**src/rtl/cond_flag_unit_if.sv**
```systemverilog
// Decoder/ALU <-> condition unit bundle: requests and ALU status in, gated commits and flags out.
interface cond_flag_unit_if;
  logic [3:0] Cond;
  logic [3:0] ALUFlags;
  logic [1:0] FlagW;
  logic       PCS;
  logic       RegW;
  logic       MemW;
  logic       NoWrite;
  logic       Stall;
  logic       ErrClr;
  logic [3:0] Flags;
  logic       CondEx;
  logic       PCSrc;
  logic       RegWrite;
  logic       MemWrite;
  logic       CondErr;

  modport master (
    output Cond, ALUFlags, FlagW, PCS, RegW, MemW, NoWrite, Stall, ErrClr,
    input  Flags, CondEx, PCSrc, RegWrite, MemWrite, CondErr
  );

  modport slave (
    input  Cond, ALUFlags, FlagW, PCS, RegW, MemW, NoWrite, Stall, ErrClr,
    output Flags, CondEx, PCSrc, RegWrite, MemWrite, CondErr
  );
endinterface

```
**src/rtl/cond_flag_unit.sv**
```systemverilog
// Architectural NZCV register plus condition check; gates decoder commits on the stored flags.
module cond_flag_unit #(
  parameter logic [3:0] FLAG_RESET = 4'b0000
) (
  input  logic           clk,
  input  logic           reset,
  cond_flag_unit_if.slave bus
);
  logic [3:0] flags_q, flags_d;
  logic       cond_err_q, cond_err_d;
  logic       cond_ex;
  logic       commit_ok;
  logic [1:0] flag_write;
  logic       n, z, c, v;
  logic       any_req;

  assign {n, z, c, v} = flags_q;

  always_comb begin
    cond_ex = 1'b0;
    case (bus.Cond)
      4'b0000: cond_ex = z;
      4'b0001: cond_ex = ~z;
      4'b0010: cond_ex = c;
      4'b0011: cond_ex = ~c;
      4'b0100: cond_ex = n;
      4'b0101: cond_ex = ~n;
      4'b0110: cond_ex = v;
      4'b0111: cond_ex = ~v;
      4'b1000: cond_ex = c & ~z;
      4'b1001: cond_ex = ~c | z;
      4'b1010: cond_ex = (n == v);
      4'b1011: cond_ex = (n != v);
      4'b1100: cond_ex = ~z & (n == v);
      4'b1101: cond_ex = z | (n != v);
      4'b1110: cond_ex = 1'b1;
      default: cond_ex = 1'b0;
    endcase
  end

  assign commit_ok  = cond_ex & ~bus.Stall;
  assign flag_write = bus.FlagW & {2{commit_ok}};
  assign any_req    = bus.PCS | bus.RegW | bus.MemW | (|bus.FlagW);

  // No bypass: CondEx always reads the registered flags, never ALUFlags.
  always_comb begin
    flags_d = flags_q;
    if (flag_write[1]) flags_d[3:2] = bus.ALUFlags[3:2];
    if (flag_write[0]) flags_d[1:0] = bus.ALUFlags[1:0];
  end

  // Set beats clear so a new reserved-condition hit is never lost.
  always_comb begin
    cond_err_d = cond_err_q;
    if (bus.ErrClr) cond_err_d = 1'b0;
    if ((bus.Cond == 4'b1111) && any_req && !bus.Stall) cond_err_d = 1'b1;
  end

  always_ff @(posedge clk) begin
    if (reset) begin
      flags_q    <= FLAG_RESET;
      cond_err_q <= 1'b0;
    end else begin
      flags_q    <= flags_d;
      cond_err_q <= cond_err_d;
    end
  end

  assign bus.Flags    = flags_q;
  assign bus.CondEx   = cond_ex;
  assign bus.PCSrc    = bus.PCS  & commit_ok;
  assign bus.RegWrite = bus.RegW & commit_ok & ~bus.NoWrite;
  assign bus.MemWrite = bus.MemW & commit_ok;
  assign bus.CondErr  = cond_err_q;
endmodule

```
**src/flat_wrapper.sv**
```systemverilog
// flat-port wrapper written by rule: the top's interface ports become plain ports
module cond_flag_unit_flat 
#(
  parameter logic [3:0] FLAG_RESET = 4'b0000
)
  (clk, reset, bus_Cond, bus_ALUFlags, bus_FlagW, bus_PCS, bus_RegW, bus_MemW, bus_NoWrite, bus_Stall, bus_ErrClr, bus_Flags, bus_CondEx, bus_PCSrc, bus_RegWrite, bus_MemWrite, bus_CondErr);
  cond_flag_unit_if bus_i ();
  input  logic clk;
  input  logic reset;
  input wire logic [$bits(bus_i.Cond)-1:0] bus_Cond;
  input wire logic [$bits(bus_i.ALUFlags)-1:0] bus_ALUFlags;
  input wire logic [$bits(bus_i.FlagW)-1:0] bus_FlagW;
  input wire logic [$bits(bus_i.PCS)-1:0] bus_PCS;
  input wire logic [$bits(bus_i.RegW)-1:0] bus_RegW;
  input wire logic [$bits(bus_i.MemW)-1:0] bus_MemW;
  input wire logic [$bits(bus_i.NoWrite)-1:0] bus_NoWrite;
  input wire logic [$bits(bus_i.Stall)-1:0] bus_Stall;
  input wire logic [$bits(bus_i.ErrClr)-1:0] bus_ErrClr;
  output wire logic [$bits(bus_i.Flags)-1:0] bus_Flags;
  output wire logic [$bits(bus_i.CondEx)-1:0] bus_CondEx;
  output wire logic [$bits(bus_i.PCSrc)-1:0] bus_PCSrc;
  output wire logic [$bits(bus_i.RegWrite)-1:0] bus_RegWrite;
  output wire logic [$bits(bus_i.MemWrite)-1:0] bus_MemWrite;
  output wire logic [$bits(bus_i.CondErr)-1:0] bus_CondErr;
  assign bus_i.Cond = bus_Cond;
  assign bus_i.ALUFlags = bus_ALUFlags;
  assign bus_i.FlagW = bus_FlagW;
  assign bus_i.PCS = bus_PCS;
  assign bus_i.RegW = bus_RegW;
  assign bus_i.MemW = bus_MemW;
  assign bus_i.NoWrite = bus_NoWrite;
  assign bus_i.Stall = bus_Stall;
  assign bus_i.ErrClr = bus_ErrClr;
  assign bus_Flags = bus_i.Flags;
  assign bus_CondEx = bus_i.CondEx;
  assign bus_PCSrc = bus_i.PCSrc;
  assign bus_RegWrite = bus_i.RegWrite;
  assign bus_MemWrite = bus_i.MemWrite;
  assign bus_CondErr = bus_i.CondErr;
  cond_flag_unit #(.FLAG_RESET(FLAG_RESET)) u_core (.clk(clk), .reset(reset), .bus(bus_i));
endmodule
```
**config.mk**
```make
export PLATFORM = sky130hd
export DESIGN_NAME = cond_flag_unit_flat
export DESIGN_NICKNAME = d
export VERILOG_FILES = /design/src/rtl/cond_flag_unit_if.sv /design/src/rtl/cond_flag_unit.sv /design/src/flat_wrapper.sv
export SDC_FILE = /design/constraint.sdc
export NUM_CORES = 1
export LEC_CHECK = 0
export CORE_AREA = 10 10 49 51
export CTS_BUF_LIST = sky130_fd_sc_hd__clkbuf_8
export CTS_CLUSTER_DIAMETER = 80
export CTS_CLUSTER_SIZE = 28
export DETAILED_ROUTE_END_ITERATION = 10
export DIE_AREA = 0 0 59 61
export PLACE_DENSITY_LB_ADDON = 0.1
export SETUP_SLACK_MARGIN = 0.15
export SLEW_MARGIN = 30
export SYNTH_ARGS = -nofsm -noshare
export SYNTH_HDL_FRONTEND = slang
export SYNTH_SLANG_ARGS = --single-unit
```
**constraint.sdc**
```tcl
create_clock -name clk -period 2.4 [get_ports clk]
set_input_delay 0.48 -clock clk [delete_from_list [all_inputs] [get_ports clk]]
set_output_delay 0.48 -clock clk [all_outputs]
set_load 0.02 [all_outputs]
```
==> results.cfg <==
[global_routing]
busiest_layer = met2
grt_pass1_wl_um = 3020
grt_pass1_vias = 676
grt_overflow_total = 0
grt_usage_pct = 10.6
grt_use_met1_pct = 10.2
use_met2_pct = 18.9
grtUsageMet3_pct = 5.43
grt_max_degree = 10
antenna_found_initial = 0

[timing]
min_period_ps = 2310
slew_violations = 0
rsz0062_at_grt = true
max_clock_freq_ghz = 0.434
clock_skew_ps = 0.921
setup_viol = 0
worstMarginPinSlew_ps = 293
whs_ps = 469
timing.max_slew.rel_slack_pct = 80.5
hold_viol = 0
setup_ws_ps = 93.2
finalCritPeriodShare_pct = 96.1

[clocking]
clockRootBuffer = clkbuf_8
insertion_delay_ps = 220
cts_buffers = 3
cts_buffer_depth = 2
cts_tree = yes
cts.sinks = 5
ctsHoldBuffers = 0
clk_pin_slew_ps = 40
cts_max_level = 1

[place]
pre_cts_ws_ps = -848
gp_congestion = 0.783
dpl.hpwl_um = 1420
port-buffer-count = 26

[setup_path]
cp.buffers_inverters = 1
cp_cell_sequence = xor2_2, or4_4, a31o_4, a31oi_4, and3b_2, buf_6
slowest_stage = or4_4
critical_path_class = reg2out
end_kind = output port
cp_data_required_time_ps = 1920
crit_arrival_ps = 1830
slowest_delay_ps = 410
timing.rr.end = u_core.bus.Flags[3]
ff2ff_path_depth = 6
path_delay_family = simple AND/OR/NAND/NOR gates
reg2reg_slack_ps = 520
r2r_start = u_core.bus.Flags[0]
cp_max_fo = 3
crit_path_start_kind = flop

[synth]
ys_seq_area_share_pct = 18.3
yosysUniqueCellTypes = 32
yosys_warnings = 0
synth_flop_cell = dfxtp_1
synth_cells = 63
synth_seq_cells = 5
synth_edf_count = 0
asyncSetResetFlopFracSynth_pct = 0
syn-num-nets = 81
postSynthAreaPerCell_um2 = 8.70
synth_area_um2 = 548

[die]
start_util_pct = 37.2
design.core.area_mm2 = 0.00147
num_rows = 14
num_io_pins = 27
dieHeight_um = 61
die-area_mm2 = 0.00360
die_w_um = 59

[routing]
drc = 0
drt_wl_total_um = 1750
drt-wirelength-per-cell_um = 14.2
drt-pass1-iter-count = 3
drtAntennaViolNets = 0
via_count = 624
post_drt_via_cell_ratio = 5.07
drt_iter0_drc = 1

[power]
swShare_pct = 27.0
power_frac_comb_pct = 38.8
power.leakage_uw = 0.000421
p_per_area_mw_per_mm2 = 374
power.share.clock_pct = 38.2
p_int_uw = 286
vdd_ir_drop_max_uv = 282
power.share.sequential_pct = 23.0
switchingPower_uw = 106

[layout]
fin_util_pct = 71.2
multi_input_area_um2 = 473
regArea_um2 = 103
area_growth_syn_to_layout_pct = 91.1
fin_nets = 126
diodes = 0
layout-drive-gt1-share_pct = 43.0
fillers = 122

[hold_path]
hold_path.class = reg2reg
min_from = u_core.bus.CondErr
hold_end = u_core.bus.CondErr
hold_depth = 2

[status]
status = finished, final reports clean

[job]
drv_cap = 0
cells in the final DEF, fill, tap and decap left out, drive strengths merged:
cell / n
nor2: 3
nand4b: 1
and2: 2
nor2b: 2
o31ai: 1
a311oi: 2
dlygate4sd2: 1
and3b: 2
inv: 3
a21oi: 2
dfxtp: 5
nor3b: 1
nand2b: 8
a31o: 2
xor2: 1
a32oi: 1
nand3: 1
nand2: 2
a22oi: 1
or2b: 2
nand3b: 1
and4bb: 2
a31oi: 1
buf: 24
or4: 1
mux2i: 4
o21ai: 3
clkdlybuf4s50: 18
nor4: 1
xnor2: 3
nor3: 2
clkbuf: 3
and3: 1
power groups by stage:
stage                     logic [µW]  registers, µW  clock network [µW]
after floorplan                 59.0           95.1                   0
after global placement           135           90.8                   0
after detailed placement         137           91.0                   0
after CTS                        146           90.1                 154
after global routing             165           90.7                 159
final                            152           90.2                 150
Yosys cell counts, types with 2 or more instances:
library cell / n / area share, %
nand2b_1: 8 / 9.1
inv_1: 2 / 1.4
a31o_2: 2 / 3.2
a21oi_1: 2 / 1.8
and4bb_2: 2 / 4.6
nor2_1: 3 / 2.1
dfxtp_1: 5 / 18
or2b_1: 2 / 2.7
and3b_1: 2 / 3.2
nor2b_1: 2 / 2.3
a311oi_4: 2 / 9.6
nor3_1: 2 / 1.8
o21ai_0: 3 / 2.7
nand2_1: 2 / 1.4
mux2i_1: 4 / 7.3
and2_1: 2 / 2.3
xnor2_1: 3 / 4.8
routing by layer:
metal	routed length, µm	vias up
met5	0	-
met4	9	0
met3	159	2
met2	903	18
met1	674	283
li1	-	321
worst min-delay path, delay by kind of cell, from the launching register on:
family	cells	cell delay, ps
flops	1	300
simple gates	1	60
compound gates	1	60
stage by stage:
step	TNS, ps	cells	instance area [µm²]	total power, µW
global placement	-3130	118	930	226
CTS	0	123	1010	390
detailed placement	-3610	118	930	228
floorplan	0	63	553	154
finish	0	123	1050	392
global route	0	123	1050	415
repair_timing:
action,in CTS,in global routing
pin swaps,5,7
gates cloned,0,0
resized for setup,47,8
setup buffers,1,0
setup endpoints to repair,8,4
final cells by class:
cell class                 instances  share of cell area (%)
tap                               16                    1.91
multi-input combinational         53                    45.2
clock buffer                       3                    3.94
sequential                         5                    9.80
timing repair buffer              43                    38.1
clock inverter                     1                   0.358
inverter                           2                   0.717
registers in the layout, summed over array words and instances, names as in the netlist:
register            flops
u_core.bus.CondErr      1
u_core.bus.Flags        4
cell families after synthesis:
logic type | Yosys count | share of synthesized area, %
multiplexers | 4 | 7.31
flip-flops | 5 | 18.3
AO/OA/AOI/OAI | 13 | 22.8
buffers and inverters | 5 | 5.48
XOR/XNOR | 4 | 7.76
AND/OR/NAND/NOR | 32 | 38.4
worst max path at each step:
stage	from	to	slack (ps)	depth (start not counted)
global placement	bus_Cond[0]	bus_RegWrite	-790	6
global route	u_core.bus.Flags[0]	bus_RegWrite	20	6
floorplan	u_core.bus.Flags[3]	bus_RegWrite	120	6
detailed placement	bus_Cond[0]	bus_RegWrite	-850	6
CTS	u_core.bus.Flags[3]	bus_RegWrite	30	6
finish	u_core.bus.Flags[0]	bus_RegWrite	90	6
Note: power is estimated with default switching activity, not from simulation.
